**config.mk**
```make
export PLATFORM = sky130hd
export DESIGN_NAME = ppm_link_phy
export DESIGN_NICKNAME = d
export VERILOG_FILES = /design/src/rtl/ppm_link_phy.sv
export SDC_FILE = /design/constraint.sdc
export NUM_CORES = 1
export LEC_CHECK = 0
export CORE_UTILIZATION = 57
export CTS_BUF_LIST = sky130_fd_sc_hd__clkbuf_8
export DETAILED_ROUTE_END_ITERATION = 6
export PLACE_DENSITY = 0.82
export SETUP_SLACK_MARGIN = 0.5
export SYNTH_ARGS = -nofsm -noshare
export SYNTH_HDL_FRONTEND = slang
export SYNTH_SLANG_ARGS = --single-unit
```
**constraint.sdc**
```tcl
create_clock -name clk -period 4.55 [get_ports clk]
set_input_delay 0.6825 -clock clk [delete_from_list [all_inputs] [get_ports clk]]
set_output_delay 0.6825 -clock clk [all_outputs]
set_load 0.1 [all_outputs]
```
**src/rtl/ppm_link_phy.sv**
```systemverilog
// Pulse-position-modulation PHY: TX encoder (preamble + data symbols + closing pulse),
// RX decoder (HUNT/SYNC/DATA interval classifier) and a 32-bit Fibonacci LFSR.
module ppm_link_phy #(
  parameter int PULSE_CT = 7500,
  parameter int N_MOD    = 2,
  parameter int L        = 15000,
  parameter int N_PKT    = 48,
  parameter int PRE_CT   = 4,
  parameter int DELTA    = 1
) (
  input  logic             clk,
  input  logic             rst,
  input  logic [N_PKT-1:0] tx_data,
  input  logic             tx_start,
  output logic             tx_avail,
  output logic             tx_pulse,
  input  logic             rx_pulse,
  output logic [N_PKT-1:0] rx_data,
  output logic             rx_avail,
  output logic             rx_error,
  input  logic             rx_read,
  input  logic             lfsr_en,
  output logic [31:0]      lfsr_data
);

  localparam int N_SYM    = N_PKT / N_MOD;
  localparam int N_VAL    = 2 ** N_MOD;
  localparam int T_MAX    = L + N_VAL * PULSE_CT + DELTA;
  localparam int CW       = $clog2(T_MAX + 2);
  localparam int LAST_IDX = PRE_CT + N_SYM;
  localparam int IW       = $clog2(LAST_IDX + 1);
  localparam int SW       = $clog2(N_SYM + 1);

  // ---------------------------------------------------------------------------
  // Encoder
  // ---------------------------------------------------------------------------
  typedef enum logic {TX_IDLE, TX_BUSY} tx_state_t;

  tx_state_t        tx_state, tx_state_nxt;
  logic [CW-1:0]    tx_cnt, tx_cnt_nxt;
  logic [IW-1:0]    tx_idx, tx_idx_nxt;
  logic [N_PKT-1:0] tx_shreg, tx_shreg_nxt;
  logic [CW-1:0]    tx_interval;
  logic [N_MOD-1:0] tx_sym;

  assign tx_sym   = tx_shreg[N_PKT-1 -: N_MOD];
  assign tx_avail = (tx_state == TX_IDLE);

  // NOTE: every signal assigned in always_comb gets a default first, so no path
  // can leave it unassigned and infer a latch.
  always_comb begin
    tx_state_nxt = tx_state;
    tx_cnt_nxt   = tx_cnt;
    tx_idx_nxt   = tx_idx;
    tx_shreg_nxt = tx_shreg;
    if (tx_idx < IW'(PRE_CT))
      tx_interval = CW'(L);
    else
      tx_interval = CW'(L) + CW'(PULSE_CT) * (CW'(tx_sym) + CW'(1));

    unique case (tx_state)
      TX_IDLE: begin
        if (tx_start) begin
          tx_state_nxt = TX_BUSY;
          tx_cnt_nxt   = '0;
          tx_idx_nxt   = '0;
          tx_shreg_nxt = tx_data;
        end
      end
      TX_BUSY: begin
        // The closing pulse has no interval; leave once its low cycle is reached.
        if (tx_idx == IW'(LAST_IDX)) begin
          if (tx_cnt == CW'(PULSE_CT))
            tx_state_nxt = TX_IDLE;
          else
            tx_cnt_nxt = tx_cnt + CW'(1);
        end else if (tx_cnt == tx_interval - CW'(1)) begin
          tx_cnt_nxt = '0;
          tx_idx_nxt = tx_idx + IW'(1);
          if (tx_idx >= IW'(PRE_CT))
            tx_shreg_nxt = tx_shreg << N_MOD;
        end else begin
          tx_cnt_nxt = tx_cnt + CW'(1);
        end
      end
      default: tx_state_nxt = TX_IDLE;
    endcase
  end

  // NOTE: sequential state uses non-blocking assignments so all registers
  // update together from values sampled before the edge.
  always_ff @(posedge clk) begin
    if (rst) begin
      tx_state <= TX_IDLE;
      tx_cnt   <= '0;
      tx_idx   <= '0;
      tx_shreg <= '0;
      tx_pulse <= 1'b0;
    end else begin
      tx_state <= tx_state_nxt;
      tx_cnt   <= tx_cnt_nxt;
      tx_idx   <= tx_idx_nxt;
      tx_shreg <= tx_shreg_nxt;
      tx_pulse <= (tx_state_nxt == TX_BUSY) && (tx_cnt_nxt < CW'(PULSE_CT));
    end
  end

  // ---------------------------------------------------------------------------
  // Decoder
  // ---------------------------------------------------------------------------
  typedef enum logic [1:0] {RX_HUNT, RX_SYNC, RX_DATA} rx_state_t;

  rx_state_t        rx_state, rx_state_nxt;
  logic             rx_prev;
  logic [CW-1:0]    rx_cnt, rx_cnt_nxt;
  logic             pre_seen, pre_seen_nxt;
  logic [N_PKT-1:0] rx_shreg, rx_shreg_nxt;
  logic [SW-1:0]    sym_cnt, sym_cnt_nxt;
  logic             rx_edge, timeout, is_pre, is_data;
  logic [N_MOD-1:0] data_sym;
  logic [N_PKT-1:0] shifted;
  logic             pkt_done, err_set;

  assign rx_edge = rx_pulse & ~rx_prev;
  assign timeout = rx_cnt > CW'(T_MAX);
  assign is_pre  = (rx_cnt >= CW'(L - DELTA)) && (rx_cnt <= CW'(L + DELTA));
  assign shifted = {rx_shreg[N_PKT-N_MOD-1:0], data_sym};

  // Classes are disjoint because DELTA < PULSE_CT/2, so at most one matches.
  always_comb begin
    is_data  = 1'b0;
    data_sym = '0;
    for (int v = 0; v < N_VAL; v++) begin
      if ((rx_cnt >= CW'(L + (v + 1) * PULSE_CT - DELTA)) &&
          (rx_cnt <= CW'(L + (v + 1) * PULSE_CT + DELTA))) begin
        is_data  = 1'b1;
        data_sym = N_MOD'(v);
      end
    end
  end

  always_comb begin
    rx_state_nxt = rx_state;
    pre_seen_nxt = pre_seen;
    rx_shreg_nxt = rx_shreg;
    sym_cnt_nxt  = sym_cnt;
    pkt_done     = 1'b0;
    err_set      = 1'b0;
    // Interval counter: 1 on the cycle after an edge, saturating past the timeout.
    if (rx_edge)
      rx_cnt_nxt = CW'(1);
    else if (!timeout)
      rx_cnt_nxt = rx_cnt + CW'(1);
    else
      rx_cnt_nxt = rx_cnt;

    unique case (rx_state)
      RX_HUNT: begin
        if (rx_edge) begin
          rx_state_nxt = RX_SYNC;
          pre_seen_nxt = 1'b0;
        end
      end
      RX_SYNC: begin
        if (rx_edge) begin
          if (is_pre) begin
            pre_seen_nxt = 1'b1;
          end else if (is_data && pre_seen) begin
            rx_shreg_nxt = shifted;
            sym_cnt_nxt  = SW'(1);
            rx_state_nxt = RX_DATA;
          end else begin
            pre_seen_nxt = 1'b0;
          end
        end else if (timeout) begin
          rx_state_nxt = RX_HUNT;
        end
      end
      RX_DATA: begin
        if (rx_edge) begin
          if (is_data) begin
            rx_shreg_nxt = shifted;
            if (sym_cnt == SW'(N_SYM - 1)) begin
              pkt_done     = 1'b1;
              rx_state_nxt = RX_HUNT;
            end else begin
              sym_cnt_nxt = sym_cnt + SW'(1);
            end
          end else begin
            err_set      = 1'b1;
            rx_state_nxt = RX_SYNC;
            pre_seen_nxt = is_pre;
          end
        end else if (timeout) begin
          err_set      = 1'b1;
          rx_state_nxt = RX_HUNT;
        end
      end
      default: rx_state_nxt = RX_HUNT;
    endcase
  end

  always_ff @(posedge clk) begin
    if (rst) begin
      rx_state <= RX_HUNT;
      rx_prev  <= 1'b0;
      rx_cnt   <= '0;
      pre_seen <= 1'b0;
      rx_shreg <= '0;
      sym_cnt  <= '0;
      rx_data  <= '0;
      rx_avail <= 1'b0;
      rx_error <= 1'b0;
    end else begin
      rx_state <= rx_state_nxt;
      rx_prev  <= rx_pulse;
      rx_cnt   <= rx_cnt_nxt;
      pre_seen <= pre_seen_nxt;
      rx_shreg <= rx_shreg_nxt;
      sym_cnt  <= sym_cnt_nxt;
      if (pkt_done)
        rx_data <= shifted;
      // A packet or error landing in the same cycle as rx_read takes priority.
      if (pkt_done)
        rx_avail <= 1'b1;
      else if (rx_read)
        rx_avail <= 1'b0;
      if (err_set)
        rx_error <= 1'b1;
      else if (rx_read)
        rx_error <= 1'b0;
    end
  end

  // ---------------------------------------------------------------------------
  // LFSR (taps 31, 21, 1, 0)
  // ---------------------------------------------------------------------------
  always_ff @(posedge clk) begin
    if (rst)
      lfsr_data <= 32'h0000_0001;
    else if (lfsr_en)
      lfsr_data <= {lfsr_data[30:0],
                    lfsr_data[31] ^ lfsr_data[21] ^ lfsr_data[1] ^ lfsr_data[0]};
  end

endmodule

```
==> impl_results.md <==
- Cell types with the highest counts after synthesis: 224 x dfxtp_1, 215 x nand2_1, 150 x nor2_1, 122 x a21oi_1, 85 x mux2i_1
- 1st-iter DRT viols: 445
- Width of the chip: 135 µm
- Placed inst area: 11500 µm²
- Antenna violations before repair: 0
- Antenna Violating Nets Remaining: 0
- Antenna diode instance count: 0
- Number of endpoints with negative hold slack in the final report: 0
- Number of clock buffers inserted by TritonCTS: 38
- Number of storage elements in the synthesis netlist: 224
- Max-cap violation count: 0
- Total congestion overflow: 0
- Final Setup Violations: 0
- Final cell area excluding filler cells: 12200 µm²
- Startpoint of the tightest hold check path: rx_data[14]
- Maximum number of pins on one net before global-route repair: 117
- Final Worst Setup Slack: 0.779 ns
- Worst-case setup slack after placement: 0.470 ns
- Per-cell routed wire length: 14.8 µm
- Syn-to-layout area delta: 20.0%
- Final period demand of the worst path: 3.77 ns
- Largest fanout on the critical path: 16
- Die height: 135 µm
- Number of rows created at floorplan: 48
- Critical Setup Path Class: flop to flop
- Share of final-layout standard cells stronger than drive strength 1: 7.88%
- Synth Net Count: 1283
- Clock tree root buffer cell: clkbuf_8
- Drt pass-1 iters: 5
- Vias per inst: 5.60
- Synth async-reset ratio: 0%
- Detailed-route wire length: 22900 µm
- Number of levels in the clock H-tree: 2
- Area of the core: 17400 µm²
- Endpoint class of the critical path: flop
- Post-synthesis area per instance: 8.40 µm²
- Count of port buffers added during placement: 137
- Clock sink count: 224
- Setup TNS: 0 ns
- Yosys warnings: 0
- Latest clock arrival within the worst-skew pair: 0.53 ns
- Required @ worst endpoint: 4.98 ns
- Post-CTS Setup Repair Bufs: 0
- CP Data Arrival Time: 4.20 ns
- Max frequency: 265 MHz
- Sequential-to-total area share from yosys stat: 44.2%
- Largest area contributor in the synthesized netlist: dfxtp_1
- Run status: finished clean
- Final Slew Violations: 0
- Number of nets in the finished design: 1375
- Number of distinct library cells after synthesis: 72
- Area of the mapped netlist: 10100 µm²
- Clock slew at reported path FFs: 0.06 ns
- Wire length of the first global-routing pass: 38000 µm
- Post-synth top flop: dfxtp_1
- Unrepaired setup endpoints after global routing: false
- Clock tree from TritonCTS: yes
- Hold Path Class: flop to flop
- Placer's final routability congestion estimate: 0.895
- Number of design rule violations left after detail routing: 0
- Starting utilization of the core area: 58.5%
- Cell with the most instances after synthesis: dfxtp_1
- Number of synthesized flops with an enable pin: 0
- Actual transition at the worst max-transition pin: 1.03 ns
- Total Routing Usage GR: 25.1%
- Critical path launch point type: flop
- DR vias: 8646
- Post-Syn Instances: 1208
- Start of the worst register-to-register path: tx_shreg[46]
- Quantity of hold-fixing buffers added after cts: 0
- Setup skew after layout: 0.0241 ns
- Floorplan die area: 18300 µm²
- Worst max-slew margin expressed relative to the limit: 31.3%
- Critical Path Source: tx_shreg[46]
- Detailed-placement wirelength estimate: 15000 µm
- Leakage Power: 4.36 nW
- Via count of the first global-routing pass: 8123
- Power Density: 329 nW/µm²
- Worst-case clock buffer depth: 3
- Maximum ir drop on the vdd rail: 0.000276 V
- Largest cells by area after synthesis: dfxtp_1 44%, mux2i_1 8.4%, nand2_1 8.0%, a21oi_1 6.0%, nor2_1 5.5%
- Fraction of the cycle the final worst path needs: 82.9%
- Count of pins on the block boundary: 138
- Post-synth top area share: 44.2%
## critical path, cell delays in order, from the launching register on
cell	delay [ns]
dfxtp_2	0.42
inv_1	0.13
ha_1	0.45
xnor2_1	0.25
and2_1	0.16
ha_1	0.17
xor2_1	0.21
mux2_2	0.19
nor4_1	0.04
o22ai_1	0.45
o21ai_4	0.21
o32ai_1	0.35
a21oi_1	0.10
o311a_1	0.35
o211a_1	0.20
## cells in the final DEF (no fill, tap or decap), drive strengths merged, types with 3 or more instances in the layout
cell | netlist | final
clkdlybuf4s50 | 0 | 135
o21ai | 17 | 17
nand4b | 4 | 4
mux2i | 85 | 85
nand2b | 6 | 6
xor2 | 13 | 13
nor2 | 152 | 152
and2 | 5 | 5
inv | 22 | 38
o21bai | 4 | 4
a211oi | 48 | 48
mux2 | 3 | 3
o211ai | 3 | 3
nor4 | 10 | 10
a22oi | 3 | 3
a21o | 4 | 4
a21oi | 125 | 125
nor2b | 8 | 8
nand4 | 13 | 13
nand3 | 32 | 32
nand2 | 215 | 215
and3 | 7 | 7
buf | 28 | 13
or2 | 3 | 3
nor4bb | 4 | 4
clkbuf | 69 | 42
and4 | 5 | 5
o2111ai | 3 | 3
xnor2 | 14 | 14
nor3b | 5 | 5
ha | 21 | 21
dfxtp | 224 | 224
nor3 | 17 | 17
a31oi | 5 | 5
## path summary, 6_finish.rpt
| path | to | slack, ns | depth (start not counted) |
|---|---|---|---|
| worst min register to register | rx_data[14] | 0.45 | 2 |
| worst max register to register | tx_pulse | 0.78 | 14 |
| worst max-delay path | tx_pulse | 0.78 | 14 |
| worst min-delay path | rx_data[14] | 0.45 | 2 |
## per-stage QoR
stage	std cells	utilization, %	power (mW)	hold slack, ns
6_report	1545	70.2	4.01	0.448
2_1_floorplan	1208	-	2.35	0.432
3_3_place_gp	1484	66.2	2.44	0.438
3_5_place_dp	1484	66.2	2.45	0.445
4_1_cts	1545	70.1	4.04	0.451
5_1_grt	1545	70.2	4.17	0.467
## state kept, by name, summed over array words and instances (netlist names), 5 cells and up
signal     count
tx_idx         5
sym_cnt        5
lfsr_data     32
tx_shreg      48
tx_cnt        16
rx_shreg      46
rx_cnt        16
rx_data       48
## cell type report
type	instances	area, µm²
repair buffers	148	1470
well taps	225	282
flip-flops and latches	224	4490
fillers	1433	5180
clock inverters	18	80.1
inverters	22	82.6
multi-input cells	866	5200
clock buffers	42	578
## repair_timing
item | 4_1_cts | 5_1_grt
gates cloned | 1 | 0
gates resized for setup | 0 | 4
pin swaps | 0 | 0
endpoints found under the setup margin | 1 | 43
## cell families after synthesis
logic type	share of synthesized area, %
fa+ha+maj	2.59
xor+xnor	2.33
compound gates	15.5
simple gates	21.7
flops	44.2
mux	8.72
buf+inv	4.97
## per-layer routing
layer	vias up	track usage (%)	share of wire (%)
li1	4334	-	-
met1	4048	31.6	44
met2	225	41.9	48
met3	39	6.06	6.2
met4	0	8.43	1.9
met5	-	0	0
## power by group
part           internal [mW]  leakage, nW  switching, mW
clock                  0.839        0.393          0.761
sequential              2.01         1.82         0.0325
combinational          0.157         2.15          0.214
total                   3.00         4.36           1.01
No activity file was read; power rests on OpenSTA's default activity.
